[src/rtl/fwft_fifo_param_pkg.sv]
// Shared sizing helpers and threshold legality checks for the FWFT FIFO family.
package bonsai_fifo_pkg;

  localparam int DEF_DEPTH_LOG = 4;
  localparam int DEF_AEMPTY    = 1;

  function automatic int fifo_depth(input int depth_log);
    return 1 << depth_log;
  endfunction

  function automatic int default_afull(input int depth_log);
    return fifo_depth(depth_log) - 2;
  endfunction

  function automatic bit thresholds_ok(input int depth_log, input int afull, input int aempty);
    return (depth_log >= 1) && (depth_log <= 10) &&
           (afull >= 1) && (afull <= fifo_depth(depth_log)) &&
           (aempty >= 0) && (aempty < fifo_depth(depth_log));
  endfunction

endpackage

[src/rtl/fwft_fifo_param_if.sv]
// Handshake, data and status bundle between a FIFO and the stage driving it.
interface fwft_fifo_if #(
  parameter int P_WIDTH     = 32,
  parameter int P_DEPTH_LOG = 4
);
  logic                   i_clear;
  logic [P_WIDTH-1:0]     i_data;
  logic                   i_enq;
  logic                   i_deq;
  logic [P_WIDTH-1:0]     o_data;
  logic                   o_full;
  logic                   o_empty;
  logic                   o_almost_full;
  logic                   o_almost_empty;
  logic [P_DEPTH_LOG:0]   o_count;
  logic                   o_overrun;
  logic                   o_underrun;

  modport slave (
    input  i_clear, i_data, i_enq, i_deq,
    output o_data, o_full, o_empty, o_almost_full, o_almost_empty,
           o_count, o_overrun, o_underrun
  );

  modport master (
    output i_clear, i_data, i_enq, i_deq,
    input  o_data, o_full, o_empty, o_almost_full, o_almost_empty,
           o_count, o_overrun, o_underrun
  );
endinterface

[src/rtl/fwft_fifo_param_ram.sv]
// Simple dual-port storage: synchronous write, asynchronous read, no reset.
module fifo_ram_sdp #(
  parameter int P_WIDTH     = 32,
  parameter int P_DEPTH_LOG = 4
) (
  input  logic                   clk_i,
  input  logic                   we_i,
  input  logic [P_DEPTH_LOG-1:0] waddr_i,
  input  logic [P_WIDTH-1:0]     wdata_i,
  input  logic [P_DEPTH_LOG-1:0] raddr_i,
  output logic [P_WIDTH-1:0]     rdata_o
);
  logic [P_WIDTH-1:0] mem_q [0:(1<<P_DEPTH_LOG)-1];

  always_ff @(posedge clk_i) begin
    if (we_i) mem_q[waddr_i] <= wdata_i;
  end

  assign rdata_o = mem_q[raddr_i];
endmodule

[src/rtl/fwft_fifo_param.sv]
// First-word-fall-through FIFO with registered head, occupancy count,
// programmable almost flags and sticky overrun/underrun.
module fwft_fifo_param
  import bonsai_fifo_pkg::*;
#(
  parameter int P_WIDTH     = 32,
  parameter int P_DEPTH_LOG = DEF_DEPTH_LOG,
  parameter int P_AFULL     = default_afull(P_DEPTH_LOG),
  parameter int P_AEMPTY    = DEF_AEMPTY
) (
  input  logic       i_clk,
  input  logic       i_rst_n,
  fwft_fifo_if.slave bus
);
  localparam int                   D        = fifo_depth(P_DEPTH_LOG);
  localparam int                   CW       = P_DEPTH_LOG + 1;
  localparam logic [CW-1:0]        DEPTH_C  = CW'(D);
  localparam logic [CW-1:0]        AFULL_C  = CW'(P_AFULL);
  localparam logic [CW-1:0]        AEMPTY_C = CW'(P_AEMPTY);
  localparam logic [CW-1:0]        ONE_C    = CW'(1);

  if (!thresholds_ok(P_DEPTH_LOG, P_AFULL, P_AEMPTY)) begin : g_param_check
    $error("fwft_fifo_param: illegal P_DEPTH_LOG/P_AFULL/P_AEMPTY combination");
  end

  logic [P_DEPTH_LOG-1:0] wr_ptr_q, wr_ptr_d, rd_ptr_q, rd_ptr_d, rd_next;
  logic [CW-1:0]          count_q, count_d;
  logic [P_WIDTH-1:0]     head_q, head_d, ram_rdata;
  logic                   full_q, empty_q, afull_q, aempty_q;
  logic                   ovr_q, ovr_d, und_q, und_d;
  logic                   wr_ok, rd_ok, ram_we;

  fifo_ram_sdp #(
    .P_WIDTH     (P_WIDTH),
    .P_DEPTH_LOG (P_DEPTH_LOG)
  ) u_ram (
    .clk_i   (i_clk),
    .we_i    (ram_we),
    .waddr_i (wr_ptr_q),
    .wdata_i (bus.i_data),
    .raddr_i (rd_next),
    .rdata_o (ram_rdata)
  );

  always_comb begin
    wr_ok    = bus.i_enq & (~full_q | bus.i_deq);
    rd_ok    = bus.i_deq & ~empty_q;
    rd_next  = rd_ptr_q + P_DEPTH_LOG'(1);
    ram_we   = wr_ok & ~bus.i_clear;
    wr_ptr_d = wr_ptr_q;
    rd_ptr_d = rd_ptr_q;
    count_d  = count_q;
    head_d   = head_q;
    ovr_d    = ovr_q;
    und_d    = und_q;
    if (bus.i_clear) begin
      wr_ptr_d = '0;
      rd_ptr_d = '0;
      count_d  = '0;
      ovr_d    = 1'b0;
      und_d    = 1'b0;
    end else begin
      if (wr_ok) wr_ptr_d = wr_ptr_q + P_DEPTH_LOG'(1);
      if (rd_ok) rd_ptr_d = rd_next;
      count_d = count_q + CW'(wr_ok) - CW'(rd_ok);
      if (bus.i_enq & full_q & ~bus.i_deq) ovr_d = 1'b1;
      if (bus.i_deq & empty_q) und_d = 1'b1;
      // Incoming word becomes head when nothing else will be left to show.
      if (wr_ok && (count_q == CW'(rd_ok))) head_d = bus.i_data;
      else if (rd_ok && (count_q > ONE_C)) head_d = ram_rdata;
    end
  end

  always_ff @(posedge i_clk or negedge i_rst_n) begin
    if (!i_rst_n) begin
      wr_ptr_q <= '0;
      rd_ptr_q <= '0;
      count_q  <= '0;
      head_q   <= '0;
      full_q   <= 1'b0;
      empty_q  <= 1'b1;
      afull_q  <= (AFULL_C == '0);
      aempty_q <= 1'b1;
      ovr_q    <= 1'b0;
      und_q    <= 1'b0;
    end else begin
      wr_ptr_q <= wr_ptr_d;
      rd_ptr_q <= rd_ptr_d;
      count_q  <= count_d;
      head_q   <= head_d;
      full_q   <= (count_d == DEPTH_C);
      empty_q  <= (count_d == '0);
      afull_q  <= (count_d >= AFULL_C);
      aempty_q <= (count_d <= AEMPTY_C);
      ovr_q    <= ovr_d;
      und_q    <= und_d;
    end
  end

  assign bus.o_data         = head_q;
  assign bus.o_count        = count_q;
  assign bus.o_full         = full_q;
  assign bus.o_empty        = empty_q;
  assign bus.o_almost_full  = afull_q;
  assign bus.o_almost_empty = aempty_q;
  assign bus.o_overrun      = ovr_q;
  assign bus.o_underrun     = und_q;
endmodule

[src/flat_wrapper.sv]
// flat-port wrapper written by rule: the top's interface ports become plain ports
module fwft_fifo_param_flat import bonsai_fifo_pkg::*;
#(
  parameter int P_WIDTH     = 32,
  parameter int P_DEPTH_LOG = DEF_DEPTH_LOG,
  parameter int P_AFULL     = default_afull(P_DEPTH_LOG),
  parameter int P_AEMPTY    = DEF_AEMPTY
)
  (i_clk, i_rst_n, bus_i_clear, bus_i_data, bus_i_enq, bus_i_deq, bus_o_data, bus_o_full, bus_o_empty, bus_o_almost_full, bus_o_almost_empty, bus_o_count, bus_o_overrun, bus_o_underrun);
  fwft_fifo_if #(.P_WIDTH(P_WIDTH), .P_DEPTH_LOG(P_DEPTH_LOG)) bus_i ();
  input  logic i_clk;
  input  logic i_rst_n;
  input wire logic [$bits(bus_i.i_clear)-1:0] bus_i_clear;
  input wire logic [$bits(bus_i.i_data)-1:0] bus_i_data;
  input wire logic [$bits(bus_i.i_enq)-1:0] bus_i_enq;
  input wire logic [$bits(bus_i.i_deq)-1:0] bus_i_deq;
  output wire logic [$bits(bus_i.o_data)-1:0] bus_o_data;
  output wire logic [$bits(bus_i.o_full)-1:0] bus_o_full;
  output wire logic [$bits(bus_i.o_empty)-1:0] bus_o_empty;
  output wire logic [$bits(bus_i.o_almost_full)-1:0] bus_o_almost_full;
  output wire logic [$bits(bus_i.o_almost_empty)-1:0] bus_o_almost_empty;
  output wire logic [$bits(bus_i.o_count)-1:0] bus_o_count;
  output wire logic [$bits(bus_i.o_overrun)-1:0] bus_o_overrun;
  output wire logic [$bits(bus_i.o_underrun)-1:0] bus_o_underrun;
  assign bus_i.i_clear = bus_i_clear;
  assign bus_i.i_data = bus_i_data;
  assign bus_i.i_enq = bus_i_enq;
  assign bus_i.i_deq = bus_i_deq;
  assign bus_o_data = bus_i.o_data;
  assign bus_o_full = bus_i.o_full;
  assign bus_o_empty = bus_i.o_empty;
  assign bus_o_almost_full = bus_i.o_almost_full;
  assign bus_o_almost_empty = bus_i.o_almost_empty;
  assign bus_o_count = bus_i.o_count;
  assign bus_o_overrun = bus_i.o_overrun;
  assign bus_o_underrun = bus_i.o_underrun;
  fwft_fifo_param #(.P_WIDTH(P_WIDTH), .P_DEPTH_LOG(P_DEPTH_LOG), .P_AFULL(P_AFULL), .P_AEMPTY(P_AEMPTY)) u_core (.i_clk(i_clk), .i_rst_n(i_rst_n), .bus(bus_i));
endmodule
[config.mk]
export PLATFORM = sky130hd
export DESIGN_NAME = fwft_fifo_param_flat
export DESIGN_NICKNAME = d
export VERILOG_FILES = /design/src/rtl/fwft_fifo_param_pkg.sv /design/src/rtl/fwft_fifo_param_if.sv /design/src/rtl/fwft_fifo_param_ram.sv /design/src/rtl/fwft_fifo_param.sv /design/src/flat_wrapper.sv
export SDC_FILE = /design/constraint.sdc
export NUM_CORES = 1
export LEC_CHECK = 0
export BUFFER_PORTS_ARGS = -buffer_cell sky130_fd_sc_hd__buf_2
export CORE_MARGIN = 1
export CORE_UTILIZATION = 48
export CTS_BUF_LIST = sky130_fd_sc_hd__clkbuf_8 sky130_fd_sc_hd__clkbuf_16
export DETAILED_ROUTE_END_ITERATION = 7
export GPL_ROUTABILITY_DRIVEN = 0
export PLACE_DENSITY = 0.68
export REMOVE_ABC_BUFFERS = 1
export SYNTH_ARGS = -nofsm -noshare
export SYNTH_HDL_FRONTEND = slang
export SYNTH_SLANG_ARGS = --single-unit
[constraint.sdc]
create_clock -name i_clk -period 8.12 [get_ports i_clk]
set_input_delay 1.218 -clock i_clk [delete_from_list [all_inputs] [get_ports i_clk]]
set_output_delay 1.218 -clock i_clk [all_outputs]
set_load 0.05 [all_outputs]
After elaboration in Yosys (flattened, before gate mapping)
Memories as Yosys holds them, arrays and structs flattened.
Index checks and enable logic that the tools add are counted.
- memories: 1
- bits in registers: 51
- output and inout port bits: 43
- memory bits (writable): 512
- logic and storage cells: 53
- input bits: 37
- order comparisons: 3
- $add $sub $neg: 4
- eq/ne operators: 2
- reductions and logical operators: 9
- bitwise gates (word level): 11
- multiplexer cells: 13
- memories (name ; words ; bits a word ; rd ports ; clocked after Yosys merged registers in ; wr ports ; RTL line ; text):
    u_core.u_ram.mem_q ; 16 ; 32 ; 1 ; 0 ; 1 ; fwft_fifo_param_ram.sv:13 ; logic [P_WIDTH-1:0] mem_q [0:(1<<P_DEPTH_LOG)-1];
- operators by type and width (cell ; number):
    32-bit 2-to-1 mux ; 2
    4-bit 2-to-1 mux ; 4
    2-bit nonzero test ; 5
    4-bit by 1-bit adder with 4-bit output (second input constant) ; 2
    1-bit bitwise AND ; 6
    1-bit 2-to-1 mux ; 6
    5-bit by 1-bit adder with 5-bit output ; 1
    5-bit by 1-bit equality test with 1-bit output ; 1
    5-bit equality test (second input constant) ; 1
    5-bit by 4-bit greater-or-equal comparator with 1-bit output (second input constant) ; 1
    5-bit by 1-bit > comparator with 1-bit output (second input constant) ; 1
    5-bit by 1-bit <= comparator with 1-bit output (second input constant) ; 1
    5-bit logical NOT ; 1
    5-bit 2-to-1 mux ; 1
    5-bit by 1-bit subtractor with 5-bit output ; 1
    1-bit inverter ; 4
    1-bit logical AND ; 2
    2-bit AND reduction ; 1
    1-bit bitwise OR ; 1

Depth between registers and ports, before layout
Gate-level depths: netlist (run 1).
- depth in word-level cells: 7
- depth in mapped cells: 12
- depth with buffers taken out: 12

Cells and area by module
Synthesis (run 1) repeated with hierarchy kept, for this count alone.
- cells, all modules: 1020
- area total of the unflattened synthesis: 21694.6 um^2
- modules (own cells, without submodules) (module ; area an instance (um^2) ; cells each ; instances ; sequential area each (um^2)):
    fifo_ram_sdp ; 19213.4 ; 806 ; 1 ; 15374.7
    fwft_fifo_param ; 2481.1 ; 214 ; 1 ; 1278.7

Worst setup path before layout (run 1)
OpenSTA, ideal clock, no wires.
- path kind: input port to flip-flop
- from: in bus_i_deq
- to: reg u_core.full_q (netlist: u_core.bus.o_full)
- stages on the path: 12
- buffers on the path: 0
- data required time: 8034 ps
- path slack: 4863 ps
- setup time: 86 ps
- arrival time: 3171 ps
- cell sequence: nand2b_1 inv_1 ha_1 inv_1 ha_1 inv_1 fa_1 o21bai_1 a21oi_1 xnor2_1 or2_2 nor3_1
- word-level cells in the longest chain between the ends: 6
- elaborated cells between the ends (all ways): 7
- classes of those cells: add/sub (2); eq/ne (1); mux (1); bitwise (3)
- RTL lines (item ; RTL line ; text):
    start: declaration ; flat_wrapper.sv:16 ; input wire logic [$bits(bus_i.i_deq)-1:0] bus_i_deq;
    1-bit bitwise OR ; fwft_fifo_param.sv:46 ; wr_ok = bus.i_enq & (~full_q | bus.i_deq);
    1-bit bitwise AND ; fwft_fifo_param.sv:46 ;
    5-bit by 1-bit adder with 5-bit output ; fwft_fifo_param.sv:65 ; count_d = count_q + CW'(wr_ok) - CW'(rd_ok);
    5-bit by 1-bit subtractor with 5-bit output * ; fwft_fifo_param.sv:65 ;
    5-bit 2-to-1 mux * ; fwft_fifo_param.sv:56 ; if (bus.i_clear) begin
    5-bit equality test * ; fwft_fifo_param.sv:91 ; full_q <= (count_d == DEPTH_C);
    end signal: assignment ; fwft_fifo_param.sv:91 ;
    end: declaration ; fwft_fifo_param.sv:29 ; logic full_q, empty_q, afull_q, aempty_q;
Every way passes the cells marked *; elsewhere a longest branch is shown, timed or not.
A chain may end at the register's enable or synchronous reset.

Final worst setup path (run 1)
- from: reg u_core.rd_ptr_q[0]
- to: reg u_core.head_q[3] (netlist: u_core.bus.o_data[3])
- word-level cells in the longest chain between the ends: 4
- RTL lines (item ; RTL line ; text):
    start: declaration ; fwft_fifo_param.sv:26 ; logic [P_DEPTH_LOG-1:0] wr_ptr_q, wr_ptr_d, rd_ptr_q, rd_ptr_d, rd_next;
    start signal: assignment ; fwft_fifo_param.sv:88 ; rd_ptr_q <= rd_ptr_d;
    4-bit by 1-bit adder with 4-bit output ; fwft_fifo_param.sv:48 ; rd_next = rd_ptr_q + P_DEPTH_LOG'(1);
    memory read 16 x 32 bit ; n/a ;
    32-bit 2-to-1 mux ; fwft_fifo_param.sv:70 ; else if (rd_ok && (count_q > ONE_C)) head_d = ram_rdata;
    32-bit 2-to-1 mux ; fwft_fifo_param.sv:69 ; if (wr_ok && (count_q == CW'(rd_ok))) head_d = bus.i_data;
    end signal: assignment ; fwft_fifo_param.sv:79 ; head_q <= '0;
    end signal: assignment ; fwft_fifo_param.sv:90 ; head_q <= head_d;
    end: declaration ; fwft_fifo_param.sv:28 ; logic [P_WIDTH-1:0] head_q, head_d, ram_rdata;
Every way passes these cells. The select of a mux whose other input is x is not followed.

==> impl_results.md, run 1 <==
* Setup slack after layout at roughly 4.4 ns
* Final period demand of the worst path at about 3.7 ns
* Crit path capture type: register
* CP Launch Type: register
* Post-CTS Hold Buffers at 0
* Sequential area share after synthesis at 75.3%
* Final WL at 49900 um
* Initial antenna violation count at 2
* Async SR Flop Fraction at between 9 and 10%
* Yosys warns at 0
* Post-Syn Area at 22100 um^2
* Core Util, Final at 55.2%
* Final Power at around 0.0077 W
* Mean Syn Cell Area at slightly above 20 um^2
* Crit Path Category: reg -> reg
* Max-cap viol count at 0
* Clk root buf: clkbuf_16
* Tightest Pin Transition at roughly 1.2 ns
* Clk_lat worst skew at between 0.5 and 0.6 ns
* Chip height at ~220 um
* ANT nets after route at 0
* Initial drt markers at a little over 1000
* Crit path DAT at 4.12 ns
* CP peak stage delay at approximately 0.81 ns
* Vias/cell at 5.92
* Data required time at the worst endpoint at 8.55 ns
* Leak at ~8.2 nW
* WL per Instance at 27.1 um
* Ant diodes at 0
* Worst Skew at about 0.015 ns
* PortBufs at 79
* Area grow syn2layout at 13.4%
* Clk buf depth at 3
* HP Class: reg -> reg
* Post-CTS Setup Inserts at 0
* DR pass1 iterations at 5
* Number of nets in the layout at approximately 1200
* GRT Residual Overflow at 0
* Die Wd at between 200 and 250 um
* CTS sink cnt at ~560
* Residual DRC count at 0
* Status: completed
* Crit path max-delay family: buffers and inverters
* Largest net degree at the start of global routing at 71
* # H-tree levels at 2
* Dpl cell area at roughly 23000 um^2
* Fin crit share at about 45%
* Share of post-route cells with drive strength above 1 at between 20% and 30%
* Slew HR at between 20% and 30%
* Cell row count at 78
* Most frequent cells in the layout: edfxtp_1 (512), mux4_2 (128), buf_2 (79), nor2b_1 (67), a21boi_0 (64)
* Final setup vio count at 0
* Non-Filler Cell Area, Final at 25100 um^2
* Critical Path Slowest Stage Cell: buf_4
* FF+latch count, synth at ~560
* Total GRT Usage at a little over a fifth
* RSZ-0062 raised after global routing: false
* Resized cells post-CTS at 0
* Num ports at 80
* Highest clock rate at about 270 MHz
* Critical Path Fanout Max at 47
* Ys flop type: edfxtp_1
* Unique masters post-synth at 45
* Routed via count at approximately 11000
* Total CTS buffers at 56
* Power density over the cells at 309 nW/um^2
* Starting density of the core at 48.7%
* Cells after synthesis at ~1100
* Crit-path cells: buf_4, a21boi_0, o21ai_4, buf_4, a21boi_0, nor4_1, o21ai_1
* Hpwl dp at 25100 um
* Core Footprint at approximately 45000 um^2
* Sum of buffers and inverters on the critical path at 2
* Max-slew violation count at 0
* Dpl ws at ~4.3 ns
* First-pass GRT wire length at roughly 74000 um
* CTS tree: yes
* Vias in the first global route at 11500
* Post-synth EDFFs at a little over 500
* Worst vdd ir at 0.188 mV
* Final hold vios at 0
* Worst-path clk slew at 0.06 ns
* Commonest non-fill, non-tap cell in the layout: edfxtp_1
* Die ar. at between 40000 and 50000 um^2
==> path summary, 6_finish.rpt <==
path                       cells past startpoint                              start                                end  slack, ns
min reg2reg                                    2  u_core.bus.o_underrun$_DFFE_PN0P_  u_core.bus.o_underrun$_DFFE_PN0P_       0.49
max                                            7     u_core.rd_ptr_q[0]$_DFFE_PN0P_   u_core.bus.o_data[3]$_DFFE_PN0P_       4.43
min in group asynchronous                      2                            i_rst_n  u_core.bus.o_data[30]$_DFFE_PN0P_       0.83
max in group asynchronous                      2                            i_rst_n     u_core.rd_ptr_q[0]$_DFFE_PN0P_       6.60
min                                            2  u_core.bus.o_underrun$_DFFE_PN0P_  u_core.bus.o_underrun$_DFFE_PN0P_       0.49
max reg2reg                                    7     u_core.rd_ptr_q[0]$_DFFE_PN0P_   u_core.bus.o_data[3]$_DFFE_PN0P_       4.43
==> power by group <==
group          internal [W]  switching [W]  leakage, nW  total (W)
clock               0.00147        0.00107        0.949    0.00255
combinational      0.000741        0.00104         1.97    0.00178
sequential          0.00330       0.000111         5.25    0.00341
total               0.00552        0.00222         8.16    0.00774
==> worst reg2reg max path, stage by stage (launching register included) <==
cell and delay [ns]:
dfrtp_4 0.70, buf_4 0.82, a21boi_0 0.49, o21ai_4 0.46, buf_4 0.46, a21boi_0 0.19, nor4_1 0.32, o21ai_1 0.10
==> stage by stage <==
stage,setup TNS (ns),hold WS (ns),instances
4_1_cts,0,0.495,1842
6_report,0,0.493,1842
2_1_floorplan,-30.35,0.550,1033
3_5_place_dp,0,0.481,1736
5_1_grt,0,0.533,1842
3_3_place_gp,0,0.473,1736
==> cell usage after synthesis (3+ instances only) <==
| cell type | instances | share of area, % |
|---|---|---|
| nand4_1 | 3 | 0.085 |
| nor3_1 | 4 | 0.091 |
| buf_6 | 6 | 0.31 |
| a21boi_0 | 64 | 2.2 |
| ha_1 | 13 | 0.74 |
| nor4_1 | 33 | 0.93 |
| a22oi_1 | 32 | 1.1 |
| inv_1 | 15 | 0.25 |
| xnor2_1 | 4 | 0.16 |
| a21oi_1 | 5 | 0.11 |
| buf_2 | 11 | 0.25 |
| o21ai_1 | 33 | 0.75 |
| nand2b_1 | 3 | 0.085 |
| nor2b_1 | 67 | 1.9 |
| edfxtp_1 | 512 | 70 |
| and2_1 | 13 | 0.37 |
| nand2_1 | 9 | 0.15 |
| nor2_1 | 12 | 0.20 |
| mux4_2 | 128 | 13 |
| dfrtp_1 | 49 | 5.5 |
| buf_1 | 9 | 0.15 |
| clkbuf_1 | 32 | 0.54 |
| and3_1 | 4 | 0.11 |
| xor2_1 | 5 | 0.20 |
==> layout make-up <==
| type | count | area [um^2] |
|---|---|---|
| fill | 3418 | 20300 |
| sequential | 563 | 16700 |
| multi-input combinational | 455 | 5190 |
| clock buffer | 64 | 1530 |
| tap | 600 | 751 |
| timing repair buffer | 103 | 576 |
| clock inverter | 42 | 307 |
| inverter | 15 | 56.3 |
==> state kept, by name (all words and copies together) (netlist names) <==
signal	count
u_core.u_ram.mem_q	512
u_core.bus.o_almost_full	1
u_core.bus.o_data	32
u_core.bus.o_overrun	1
u_core.bus.o_full	1
u_core.wr_ptr_q	4
u_core.bus.o_almost_empty	1
u_core.rd_ptr_q	4
u_core.bus.o_empty	1
u_core.bus.o_count	5
u_core.bus.o_underrun	1
==> layer usage <==
layer / wire length [um] / GRT usage (%) / part of all wire [%] / up-vias
li1: - / - / - / 4670
met1: 21000 / 29.3 / 42 / 5825
met2: 25100 / 36.7 / 50 / 324
met3: 2620 / 4.03 / 5.2 / 87
met4: 1220 / 6.64 / 2.4 / 4
met5: 27 / 0 / 0.054 / -
==> kinds of logic after synthesis <==
group | Yosys count | share of synthesized area (%)
xor gates and xnor gates | 9 | 0.357
adders and majority gates | 14 | 0.826
buffers and inverters | 75 | 1.57
and+or+nand+nor | 158 | 4.30
AOI/OAI and AO/OA | 146 | 4.57
DFF | 563 | 75.3
muxes | 128 | 13.0
Power figures use the tool's default switching activity.
==> inputs of run 2 (changes only) <==
Settings changed: ABC_AREA from default to 1.
Clock period 8.12 ns to 3.4 ns, I/O delays scaled along.
==> run 2 against run 1 <==
Wire length rose by 8.0%. Via count rose by 38%. Count of clock-buffer cells in the layout fell by 2. Fmax rose by 44%. Hold slack got worse by 0.37 ns. Die area rose by 5.4%. Clock skew rose by 0.0014 ns. Setup slack got worse by 3.6 ns. Sequential power rose by 140%. Power rose by 150%. Register-to-register slack got worse by 3.6 ns. Clock power rose by 150%. Critical path type unchanged. Largest power group unchanged.
==> impl_results.md, run 2 <==
* Post-synth top area cell: edfxtp_1 (unchanged)
* Unique masters post-synth at 31 (was 45)
* CTS tree: yes (unchanged)
* Yosys warns at 0 (unchanged)
* Fin crit share at 75.3% (was 45.5%)
* Clk root buf: clkbuf_16 (unchanged)
* ANT nets after route at 0 (unchanged)
* CP peak stage delay at 0.55 ns (was 0.81 ns)
* Crit path capture type: register (unchanged)
* Final hold vios at 0 (unchanged)
* Vias in the first global route at 15000 (was 11500)
* HP Class: in -> async (was reg -> reg)
* Ranking of synthesized cells by area: edfxtp_1 (66%), nand2_1 (12%), nand3_1 (9.1%) (was edfxtp_1 (70%), mux4_2 (13%), dfrtp_1 (5.5%))
* Core Footprint at 47800 um^2 (was 45400 um^2)
* Number of nets in the layout at 2146 (was 1245)
* GRT Residual Overflow at 0 (unchanged)
* PortBufs at 79 (unchanged)
* Met3 GRT Util at 2.95% (was 4.03%)
* Crit-path cells: nor2_1, ha_1, inv_1, ha_1, inv_1, fa_1, o21ai_0, nand2_1, nand2_1, o21ai_0, nor2_1, inv_1, nor2_1 (was buf_4, a21boi_0, o21ai_4, buf_4, a21boi_0, nor4_1, o21ai_1)
* Status: completed (unchanged)
* Max-slew violation count at 0 (unchanged)
* Share of post-route cells with drive strength above 1 at 12.1% (was 27.9%)
* Crit path DAT at 3.08 ns (was 4.12 ns)
* Core Util, Final at 54.8% (was 55.2%)
* Worst-path clk slew at 0.06 ns (about the same)
* CTS sink cnt at 563 (unchanged)
* Grt met2 use at 37.8% (was 36.7%)
* Clk_lat worst skew at 0.60 ns (was 0.59 ns)
* Die ar. at 49500 um^2 (was 46900 um^2)
* Starting density of the core at 48.7% (about the same)
* Most frequent cells in the layout: nand2_1 (755), edfxtp_1 (512), nand3_1 (426), buf_2 (79), clkbuf_16 (59) (was edfxtp_1 (512), mux4_2 (128), buf_2 (79), nor2b_1 (67), a21boi_0 (64))
* Commonest non-fill, non-tap cell in the layout: nand2_1 (was edfxtp_1)
* Post-CTS Setup Inserts at 0 (unchanged)
* FF+latch count, synth at 563 (unchanged)
* Largest net degree at the start of global routing at 172 (was 71)
* Top cell type's share of synthesized area at 65.9% (was 69.5%)
* Sequential area share after synthesis at 71.4% (was 75.3%)
* Chip height at 222 um (was 217 um)
* Final setup vio count at 0 (unchanged)
* Die Wd at 222 um (was 217 um)
* Setup TNS Final at 0 ns (unchanged)
* CP Launch Type: register (unchanged)
* Post-Syn Area at 23300 um^2 (was 22100 um^2)
* Cells after synthesis at 2037 (was 1093)
* Worst vdd ir at 0.469 mV (was 0.188 mV)
* Biggest register: u_core.u_ram.mem_q (unchanged)
* Dpl ws at 0.682 ns (was 4.32 ns)
* Data required time at the worst endpoint at 3.92 ns (was 8.55 ns)
* Cell with the most instances after synthesis: nand2_1 (was edfxtp_1)
* Vias/cell at 5.47 (was 5.92)
* Tightest Pin Transition at 1.15 ns (about the same)
* Routed via count at 15100 (was 10900)
* Worst Skew at 0.0164 ns (was 0.0150 ns)
* Highest clock rate at 390 MHz (was 271 MHz)
* WL per Instance at 19.5 um (was 27.1 um)
* Crit Path Category: reg -> reg (unchanged)
* Critical Path Slowest Stage Cell: dfstp_2 (was buf_4)
* Crit path max-delay family: adder cells (was buffers and inverters)
* Total CTS buffers at 57 (was 56)
* Resized cells post-CTS at 0 (unchanged)
* Mean Syn Cell Area at 11.4 um^2 (was 20.2 um^2)
* # H-tree levels at 2 (unchanged)
* Final period demand of the worst path at 2.56 ns (was 3.69 ns)
* Residual DRC count at 0 (unchanged)
* Initial drt markers at 1301 (was 1015)
* Max reg flops at 512 (unchanged)
* First-pass GRT wire length at 83700 um (was 74500 um)
* Post-synth EDFFs at 512 (unchanged)
* Most frequent cells after synthesis: nand2_1 (757), edfxtp_1 (512), nand3_1 (426), buf_2 (72), nor2_1 (64) (was edfxtp_1 (512), mux4_2 (128), nor2b_1 (67), a21boi_0 (64), dfrtp_1 (49))
* DR pass1 iterations at 7 (was 5)
* Critical Path Fanout Max at 4 (was 47)
* Power density over the cells at 727 nW/um^2 (was 309 nW/um^2)
* Ys flop type: edfxtp_1 (unchanged)
* Reg2reg setup slack at 0.84 ns (was 4.43 ns)
* RSZ-0062 raised after global routing: false (unchanged)
* Num ports at 80 (unchanged)
* Max-cap viol count at 0 (unchanged)
* Slew HR at 23.4% (was 23.2%)
* Total GRT Usage at 21.8% (was 21.9%)
* Hpwl dp at 27600 um (was 25100 um)
* Post-CTS Hold Buffers at 0 (unchanged)
* Sum of buffers and inverters on the critical path at 3 (was 2)
* Initial antenna violation count at 1 (was 2)
* Clk buf depth at 3 (unchanged)
* Final WL at 53900 um (was 49900 um)
* Leak at 10.0 nW (was 8.16 nW)
* Async SR Flop Fraction at 9.06% (unchanged)
* Setup slack after layout at 0.838 ns (was 4.43 ns)
* Cell row count at 80 (was 78)
* Area grow syn2layout at 12.4% (was 13.4%)
* Routing usage on met1 at 28.4% (was 29.3%)
* Most used routing layer: met2 (unchanged)
-- run 2: path summary, 6_finish.rpt --
kind                                                   from  depth (start not counted)                                end
max                            u_core.bus.o_empty$_DFF_PN1_                         13        u_core.bus.o_full$_DFF_PN0_
min                                                 i_rst_n                          1    u_core.bus.o_count[3]$_DFF_PN0_
max reg2reg                    u_core.bus.o_empty$_DFF_PN1_                         13        u_core.bus.o_full$_DFF_PN0_
min reg2reg                u_core.bus.o_data[1]$_DFFE_PN0P_                          2   u_core.bus.o_data[1]$_DFFE_PN0P_
max in group asynchronous                           i_rst_n                          2  u_core.bus.o_data[10]$_DFFE_PN0P_
min in group i_clk                                bus_i_enq                          3   u_core.bus.o_overrun$_DFFE_PN0P_
-- run 2: report_power, final --
part / leakage (nW) / switching, W / internal [W]
sequential: 5.26 / 0.000210 / 0.00789
combinational: 3.80 / 0.00335 / 0.00125
clock: 0.987 / 0.00261 / 0.00374
-- run 2: cell type report --
type                    count  area, um^2
well taps                 615         769
inverters                  38         150
fillers                  3958       21600
repair buffers            118         801
flip-flops and latches    563       16700
clock inverters            46         414
clock buffers              62        1520
diodes                      1        2.50
multi-input cells        1317        5890
-- run 2: per-stage QoR --
step / instances / hold WS (ns) / area, um^2 / total power [W]
floorplan: 1918 / 0.214 / 22600 / 0.0116
global placement: 2651 / 0.470 / 24300 / 0.0127
detailed placement: 2651 / 0.471 / 24300 / 0.0128
CTS: 2759 / 0.142 / 26200 / 0.0192
global route: 2759 / 0.193 / 26200 / 0.0199
finish: 2760 / 0.128 / 26200 / 0.0191
-- run 2: kinds of logic after synthesis --
| kind of cell | share of synthesized area (%) |
|---|---|
| compound gates | 0.515 |
| xor+xnor | 0.0698 |
| fa+ha+maj | 0.783 |
| buf+inv | 3.87 |
| flops | 71.4 |
| simple gates | 23.3 |
-- run 2: routing by layer --
layer | vias up | wire, um
met5 | - | 12
met4 | 2 | 1310
met3 | 105 | 3320
met2 | 510 | 26400
met1 | 7341 | 22800
li1 | 7136 | -
-- run 2: worst register-to-register path, stage by stage (launching register included) --
cell and delay [ns]:
dfstp_2 0.55, nor2_1 0.07, ha_1 0.27, inv_1 0.08, ha_1 0.16, inv_1 0.06
fa_1 0.43, o21ai_0 0.21, nand2_1 0.09, nand2_1 0.07, o21ai_0 0.07, nor2_1 0.22
inv_1 0.09, nor2_1 0.12
==> inputs of run 3 (changes only) <==
Settings changed: ABC_AREA 1 to 0.
Clock period 3.4 ns to 2.5 ns, I/O delays scaled along.
==> run 3 against run 2 <==
Combinational power up 39%. First-iteration DRC count down 19%. Global-route usage is 0.39 points higher. Via count decreased by 26%. Cell count is 32% lower. Fmax is 6.9% higher. Setup slack worse by 0.73 ns. Non-clock buffer count increased by 25. Critical path type unchanged.
==> impl_results.md, run 3 (synthesized netlist as in run 1, its figures left out) <==
* RSZ-0062 raised after global routing: false (unchanged)
* Number of nets in the layout at 1283 (was 2146)
* Biggest register: u_core.u_ram.mem_q (unchanged)
* Worst vdd ir at 0.793 mV (was 0.469 mV)
* Most frequent cells in the layout: edfxtp_1 (512), mux4_2 (128), buf_2 (79), nor2b_1 (67), a21boi_0 (64) (was nand2_1 (755), edfxtp_1 (512), nand3_1 (426), buf_2 (79), clkbuf_16 (59))
* Slew HR at 38.4% (was 23.4%)
* Total CTS buffers at 54 (was 57)
* # H-tree levels at 2 (unchanged)
* WL per Instance at 27.1 um (was 19.5 um)
* Clk root buf: clkbuf_16 (unchanged)
* Max reg flops at 512 (unchanged)
* First-pass GRT wire length at 75300 um (was 83700 um)
* Final setup vio count at 0 (unchanged)
* Critical Path Fanout Max at 3 (was 4)
* Core Footprint at 45400 um^2 (was 47800 um^2)
* Clk_lat worst skew at 0.60 ns (about the same)
* Share of post-route cells with drive strength above 1 at 30.7% (was 12.1%)
* Worst Skew at 0.0205 ns (was 0.0164 ns)
* ANT nets after route at 0 (unchanged)
* Crit path DAT at 2.90 ns (was 3.08 ns)
* Post-CTS Setup Inserts at 0 (unchanged)
* Tightest Pin Transition at 0.924 ns (was 1.15 ns)
* HP Class: in -> reg (was in -> async)
* Crit path capture type: register (unchanged)
* Routed via count at 11200 (was 15100)
* Residual DRC count at 0 (unchanged)
* Final WL at 50800 um (was 53900 um)
* Dpl cell area at 24000 um^2 (was 24300 um^2)
* Non-Filler Cell Area, Final at 25900 um^2 (was 26200 um^2)
* Fill cells at 3364 (was 3958)
* Area of the multi-input gates at 5240 um^2 (was 5890 um^2)
* Max-cap viol count at 0 (unchanged)
* Ant diodes at 0 (was 1)
* CP Launch Type: register (unchanged)
* Starting density of the core at 48.7% (about the same)
* CTS sink cnt at 563 (unchanged)
* Fin crit share at 95.8% (was 75.3%)
* Initial antenna violation count at 2 (was 1)
* Register area at 16700 um^2 (unchanged)
* Total GRT Usage at 22.2% (was 21.8%)
* Max-slew violation count at 0 (unchanged)
* Initial drt markers at 1058 (was 1301)
* Leak at 8.47 nW (was 10.0 nW)
* Die ar. at 46900 um^2 (was 49500 um^2)
* Power density over the cells at 990 nW/um^2 (was 727 nW/um^2)
* Final hold vios at 0 (unchanged)
* Clk buf depth at 3 (unchanged)
* Die Wd at 217 um (was 222 um)
* Cell row count at 78 (was 80)
* DR pass1 iterations at 4 (was 7)
* Vias/cell at 5.97 (was 5.47)
* Commonest non-fill, non-tap cell in the layout: edfxtp_1 (was nand2_1)
* Hpwl dp at 26100 um (was 27600 um)
* Chip height at 217 um (was 222 um)
* Worst-path clk slew at 0.06 ns (about the same)
* Num ports at 80 (unchanged)
* Crit Path Category: reg -> reg (unchanged)
* PortBufs at 79 (unchanged)
* CTS tree: yes (unchanged)
* GRT Residual Overflow at 0 (unchanged)
* Vias in the first global route at 11600 (was 15000)
* Data required time at the worst endpoint at 3.00 ns (was 3.92 ns)
* Highest clock rate at 417 MHz (was 390 MHz)
* Area grow syn2layout at 17.1% (was 12.4%)
* Final period demand of the worst path at 2.40 ns (was 2.56 ns)
* Largest net degree at the start of global routing at 42 (was 172)
* Status: completed (unchanged)
* Setup TNS Final at 0 ns (unchanged)
[run 3: cell types whose count changed in the layout (fill, tap and decap cells not counted), sizes merged, moves of 64 or more]
cell    before  now
nor2b        0   67
a21boi       1   65
nor2        84   12
mux4         0  128
nand3      427    1
nand2      759    9
[run 3: worst max-delay path, stage by stage (launching register included)]
cell	delay, ns
dfstp_2	0.53
nand2b_4	0.12
inv_2	0.04
ha_4	0.21
inv_2	0.04
ha_2	0.17
inv_2	0.04
fa_2	0.34
o21bai_1	0.17
a21oi_1	0.10
xnor2_1	0.15
or2_4	0.25
nor3_2	0.16
[run 3: power breakdown]
group	internal [W]	total [W]	switching, W
clock	0.00478	0.00824	0.00347
combinational	0.00283	0.00639	0.00355
sequential	0.0107	0.0110	0.000274
total	0.0183	0.0256	0.00729
[run 3: final timing paths]
kind	startpoint	depth (start not counted)	to	slack, ns
worst max-delay path	u_core.bus.o_empty$_DFF_PN1_	12	u_core.bus.o_full$_DFF_PN0_	0.10
worst min-delay path	bus_i_enq	3	u_core.bus.o_overrun$_DFFE_PN0P_	0.09
worst max register to register	u_core.bus.o_empty$_DFF_PN1_	12	u_core.bus.o_full$_DFF_PN0_	0.10
worst min register to register	u_core.bus.o_overrun$_DFFE_PN0P_	2	u_core.bus.o_overrun$_DFFE_PN0P_	0.50
max in group asynchronous	i_rst_n	3	u_core.bus.o_almost_empty$_DFF_PN1_	1.25
min in group asynchronous	i_rst_n	2	u_core.bus.o_data[30]$_DFFE_PN0P_	0.46
[run 3: area by class of cell]
cell class	count	area share (%)
flip-flops and latches	563	64.4
multi-input cells	455	20.2
inverters	15	0.218
clock buffers	57	5.43
repair buffers	143	5.33
well taps	600	2.90
clock inverters	42	1.51
[run 3: stage by stage]
stage / hold slack, ns / cells / utilization (%) / power [W] / worst slack, ns
after floorplan: 0.0794 / 1033 / - / 0.0157 / -6.56
after global placement: 0.477 / 1775 / 52.9 / 0.0175 / -0.0545
after detailed placement: 0.486 / 1775 / 52.9 / 0.0176 / -0.163
after CTS: 0.0525 / 1875 / 57.0 / 0.0258 / 0.00113
after global routing: 0.103 / 1875 / 57.0 / 0.0266 / 0.00713
final: 0.0932 / 1875 / 57.0 / 0.0256 / 0.104
[run 3: routing by layer]
metal	part of all wire (%)	track usage, %	vias up
li1	-	-	4754
met3	6.3	3.28	96
met4	2.7	7.32	4
met2	49	36.6	396
met1	42	30.6	5952
met5	0.045	0	-
[run 3: timing repair]
item / 4_1_cts / 5_1_grt
setup endpoints to repair: 4 / 5
pin swaps: 1 / 5
hold buffers: 1 / 0
gates resized for setup: 4 / 7
endpoints found under the hold margin: 19 / 0
